File: config.mk
export PLATFORM = sky130hd
export DESIGN_NAME = pipe_stage_reg
export DESIGN_NICKNAME = d
export VERILOG_FILES = /design/src/rtl/pipe_stage_reg.sv
export SDC_FILE = /design/constraint.sdc
export NUM_CORES = 1
export LEC_CHECK = 0
export CAP_MARGIN = 0
export CORE_MARGIN = 4
export CORE_UTILIZATION = 43
export CTS_CLUSTER_SIZE = 24
export DETAILED_ROUTE_END_ITERATION = 7
export GPL_ROUTABILITY_DRIVEN = 0
export PLACE_DENSITY = 0.84
export SYNTH_ARGS = -nofsm -noshare
export SYNTH_HDL_FRONTEND = slang
export SYNTH_SLANG_ARGS = --single-unit
File: constraint.sdc
create_clock -name clk -period 2.6 [get_ports clk]
set_input_delay 0.52 -clock clk [delete_from_list [all_inputs] [get_ports clk]]
set_output_delay 0.52 -clock clk [all_outputs]
set_load 0.02 [all_outputs]
File: src/rtl/pipe_stage_reg.sv
// Generic valid/ready pipeline register: single entry (SKID=0) or 2-entry skid with registered in_ready (SKID=1).
// Optional saturating stall counter enabled by defining PIPE_STAGE_STALL_CNT_EN.
module pipe_stage_reg #(
    parameter int unsigned DATA_W = 32,
    parameter int unsigned SKID   = 0,
    parameter int unsigned CNT_W  = 32
) (
    input  logic              clk,
    input  logic              reset,
    input  logic              flush,
    input  logic              in_valid,
    output logic              in_ready,
    input  logic [DATA_W-1:0] in_data,
    output logic              out_valid,
    input  logic              out_ready,
    output logic [DATA_W-1:0] out_data,
    output logic [1:0]        occ
`ifdef PIPE_STAGE_STALL_CNT_EN
    ,
    output logic [CNT_W-1:0]  stall_cnt
`endif
);

    typedef enum logic [1:0] {
        ST_EMPTY = 2'd0,
        ST_ONE   = 2'd1,
        ST_FULL  = 2'd2
    } state_t;

    logic              in_fire_s;
    logic              out_fire_s;
    logic              out_valid_s;
    logic [DATA_W-1:0] main_r;

    assign in_fire_s  = in_valid & in_ready;
    assign out_fire_s = out_valid_s & out_ready;
    assign out_valid  = out_valid_s;
    assign out_data   = main_r;

    generate
        if (SKID == 32'd0) begin : g_single
            logic              valid_r;
            logic              valid_nxt_s;
            logic [DATA_W-1:0] main_nxt_s;

            // Next-state for the single entry; a new payload overrides a same-cycle drain.
            always_comb begin
                valid_nxt_s = valid_r;
                main_nxt_s  = main_r;
                if (flush) begin
                    valid_nxt_s = 1'b0;
                end else if (in_fire_s) begin
                    valid_nxt_s = 1'b1;
                    main_nxt_s  = in_data;
                end else if (out_fire_s) begin
                    valid_nxt_s = 1'b0;
                end else begin
                    valid_nxt_s = valid_r;
                end
            end

            // Single-entry state and payload registers.
            always_ff @(posedge clk) begin
                if (reset) begin
                    valid_r <= 1'b0;
                    main_r  <= {DATA_W{1'b0}};
                end else begin
                    valid_r <= valid_nxt_s;
                    main_r  <= main_nxt_s;
                end
            end

            assign in_ready    = ~valid_r | out_ready;
            assign out_valid_s = valid_r;
            assign occ         = {1'b0, valid_r};
        end else begin : g_skid
            state_t            state_r;
            state_t            state_nxt_s;
            logic [DATA_W-1:0] skid_r;
            logic [DATA_W-1:0] skid_nxt_s;
            logic [DATA_W-1:0] main_nxt_s;
            logic              in_ready_r;

            // Skid FSM: main always holds the oldest payload, skid the younger one.
            always_comb begin
                state_nxt_s = state_r;
                main_nxt_s  = main_r;
                skid_nxt_s  = skid_r;
                if (flush) begin
                    state_nxt_s = ST_EMPTY;
                end else begin
                    case (state_r)
                        ST_EMPTY: begin
                            if (in_fire_s) begin
                                state_nxt_s = ST_ONE;
                                main_nxt_s  = in_data;
                            end else begin
                                state_nxt_s = ST_EMPTY;
                            end
                        end
                        ST_ONE: begin
                            if (in_fire_s && out_fire_s) begin
                                main_nxt_s = in_data;
                            end else if (in_fire_s) begin
                                state_nxt_s = ST_FULL;
                                skid_nxt_s  = in_data;
                            end else if (out_fire_s) begin
                                state_nxt_s = ST_EMPTY;
                            end else begin
                                state_nxt_s = ST_ONE;
                            end
                        end
                        ST_FULL: begin
                            if (out_fire_s) begin
                                state_nxt_s = ST_ONE;
                                main_nxt_s  = skid_r;
                            end else begin
                                state_nxt_s = ST_FULL;
                            end
                        end
                        default: begin
                            state_nxt_s = ST_EMPTY;
                        end
                    endcase
                end
            end

            // State, payload and registered in_ready (derived from next state).
            always_ff @(posedge clk) begin
                if (reset) begin
                    state_r    <= ST_EMPTY;
                    main_r     <= {DATA_W{1'b0}};
                    skid_r     <= {DATA_W{1'b0}};
                    in_ready_r <= 1'b1;
                end else begin
                    state_r    <= state_nxt_s;
                    main_r     <= main_nxt_s;
                    skid_r     <= skid_nxt_s;
                    in_ready_r <= (state_nxt_s != ST_FULL);
                end
            end

            assign in_ready    = in_ready_r;
            assign out_valid_s = (state_r != ST_EMPTY);
            assign occ         = state_r;
        end
    endgenerate

`ifdef PIPE_STAGE_STALL_CNT_EN
    logic [CNT_W-1:0] stall_cnt_r;

    // Saturating count of cycles where a payload waits on downstream; flush does not clear it.
    always_ff @(posedge clk) begin
        if (reset) begin
            stall_cnt_r <= {CNT_W{1'b0}};
        end else if (out_valid_s && !out_ready && (stall_cnt_r != {CNT_W{1'b1}})) begin
            stall_cnt_r <= stall_cnt_r + CNT_W'(1'b1);
        end else begin
            stall_cnt_r <= stall_cnt_r;
        end
    end

    assign stall_cnt = stall_cnt_r;
`else
    // CNT_W only sizes the optional stall counter.
    if (CNT_W == 32'd0) begin : g_cnt_w_unused
    end
`endif

endmodule
==> out/metrics.yaml, run 1 <==
sta:
  rsz0062_at_grt: "no"
  maxSlewViolCount: 0
  hold_viol_final: 0
  period_share: 0.867
  fmax_ghz: 0.444
  period_needed_ns: 2.25
  finalSetupViolCount: 0
  fin_skew_ns: 0.00896
  setup-tns-final_ns: 0
routing:
  drc_errors: 0
  top_layer: "met4"
  post_drt_via_cell_ratio: 4.55
  first_pass_iters: 4
  met1Wirelength_mm: 1.33
  met3_wirelength_microns: 208
  post_drt_wl_per_cell_microns: 12.9
  wl_met2_mm: 1.81
  first_iter_violations: 74
  drtAntennaViolNets: 0
  vias: 1191
  drt-total-wl_mm: 3.38
cells_and_area:
  n_antenna_cell: 0
  syn2layout_area_growth_pct: 47.9
  fin_nets: 252
  layout-drive-gt1-share: 0.0417
critical_path:
  cpMaxStageDelayCell: "clkdlybuf4s50_1"
  startpoint: "out_ready"
  timing.rr.end: "out_data[31]$_SDFFE_PP0P_"
  critical_path_depth: 4
  crit_buf_inv: 3
  r2r_setup_slack_ns: 1.34
  worstSetupPathType: "input port to output pin"
  r2r_cells: 4
  crit_path_frequent_cell: "clkdlybuf4s50_1"
  endpoint_kind: "output pin"
  arrival_ns: 1.73
  crit_chain: "clkdlybuf4s50_1 -> nor2b_4 -> inv_1 -> clkdlybuf4s50_1"
  required_ns: 2.08
  max_stage_delay_ns: 0.59
  cp_max_fo: 3
  start_kind: "input port"
  endpoint: "in_ready"
  r2r_start: "out_valid$_SDFFE_PP0P_"
  crit_family: "buffers and inverters"
grt:
  grt_usage: 0.160
  antenna_found_initial: 0
  first_global_vias: 1249
  grt_max_degree: 66
  globalRouteOverflowTotal: 0
  grt_pass1_wl_mm: 5.49
floorplanning:
  start_util: 0.454
  fp.coreArea_sq_mm: 0.00339
  die_x_microns: 67.8
  ios: 73
  core.rowCount: 21
  dieArea_sq_mm: 0.00460
  die_height_microns: 67.8
yosys:
  synth_sequential_area_ratio: 0.430
  synth_area_sq_mm: 0.00154
  synth_cell_types: 14
  yosys_warnings: 0
  netlist_top_cells_area: "dfxtp_1 (43%), nand2b_1 (26%), mux2i_1 (21%), buf_12 (3.9%), clkbuf_1 (1.5%)"
  syn_inst: 148
  yosysTopAreaCellShare: 0.430
  avgSynthCellArea_sq_um: 10.4
  yosysTopAreaCell: "dfxtp_1"
  ys_ff_latch: 33
  syn-num-nets: 185
power:
  ir_drop_uv: 227
  cellLeakagePower_nw: 0.830
  p_total_w: 0.00104
  power_density_mw_per_mm2: 456
cts:
  cts_resized: 0
  clk_latency_ns: 0.32
  cts_tree: "built"
  postCtsHoldBufs: 0
  clockBufferDepth: 2
  clkTransAtPathRegs_ns: 0.08
  cts_root_buf: "clkbuf_4"
  htreeDepth: 2
  numCtsBuffers: 5
  cts.sinks: 33
  cts_post_setup_buffers_inserted: 0
min_path:
  hold_depth: 2
  hold_path.class: "flip-flop to flip-flop"
placement:
  portBuffers: 71
  dp.final_hpwl_mm: 2.53
job:
  cap_violations: 0
status:
  status: "finished, final reports clean"
## stage by stage
stage | util | instance area (sq um) | worst slack [ns] | hold slack, ns | cells
2_1_floorplan | - | 1540 | 1.33 | 0.546 | 148
3_3_place_gp | 0.657 | 2230 | 0.359 | 0.457 | 254
3_5_place_dp | 0.657 | 2230 | 0.348 | 0.472 | 254
4_1_cts | 0.671 | 2270 | 0.343 | 0.485 | 262
5_1_grt | 0.671 | 2270 | 0.288 | 0.500 | 262
6_report | 0.671 | 2270 | 0.346 | 0.475 | 262
## report_power, final
part | internal (W) | leakage (nW) | switching [W] | total, W
Combinational | 0.000138 | 0.534 | 0.0000948 | 0.000233
Sequential | 0.000532 | 0.270 | 0.0000147 | 0.000546
Clock | 0.000108 | 0.0265 | 0.000150 | 0.000257
## worst min-delay path: stages (launching register included)
cell and delay, ns:
dfxtp_1 0.32, nand2b_1 0.06, mux2i_1 0.06
## cells by family (layout without fill, tap and decap cells)
group | after synthesis | in the layout | synth area share
buffers and inverters | 14 | 82 | 0.0765
flip-flops | 33 | 33 | 0.430
multiplexers | 32 | 32 | 0.208
AND/OR/NAND/NOR | 68 | 68 | 0.283
other | 1 | 1 | 0.00244
## flip-flops by register name, summed over array words and instances, names as in the netlist
register and count:
out_data 32, out_valid 1
## cell usage in the layout (no fill, tap or decap), types with 3 or more instances in the layout
master / count
clkbuf_1: 3
dfxtp_1: 33
clkdlybuf4s50_1: 71
clkbuf_4: 5
nand2b_1: 64
mux2i_1: 32
## metal layers
metal / up-vias / track usage
li1: 601 / -
met1: 550 / 0.166
met2: 36 / 0.294
met3: 4 / 0.0516
met4: 0 / 0.0670
met5: - / 0
## Yosys cell counts
library cell and n:
inv_1 1, clkbuf_1 6, buf_2 1, mux2i_1 32, nor2b_4 1, dfxtp_1 33
nor3_1 1, nor3b_2 1, nand2b_1 64, nor2_1 1, buf_6 1, buf_12 3
buf_4 2, conb_1 1
## worst min path at each step
stage	from	to	slack (ns)
3_3_place_gp	out_data[1]$_SDFFE_PP0P_	out_data[1]$_SDFFE_PP0P_	0.46
5_1_grt	out_data[25]$_SDFFE_PP0P_	out_data[25]$_SDFFE_PP0P_	0.50
3_5_place_dp	out_data[20]$_SDFFE_PP0P_	out_data[20]$_SDFFE_PP0P_	0.47
6_report	out_data[28]$_SDFFE_PP0P_	out_data[28]$_SDFFE_PP0P_	0.47
2_1_floorplan	out_data[0]$_SDFFE_PP0P_	out_data[0]$_SDFFE_PP0P_	0.55
4_1_cts	out_data[28]$_SDFFE_PP0P_	out_data[28]$_SDFFE_PP0P_	0.49
## final cells by class
class	count	area [sq um]
tap	46	57.6
timing repair buffer	73	738
clock buffer	8	48.8
inverter	1	3.75
sequential	33	661
multi-input combinational	101	766
fill	270	1110
No activity file was read; power rests on OpenSTA's default activity.
==> run 2: changes to the inputs <==
- ABC_CLOCK_PERIOD_IN_PS: default -> 2600
==> results of run 2 <==
Final layout, timing and power as in run 1 (identical DEF).
==> run 3: changes to the inputs <==
- CAP_MARGIN: 0 -> 20
==> results of run 3 <==
Final layout, timing and power as in run 1 (identical DEF).
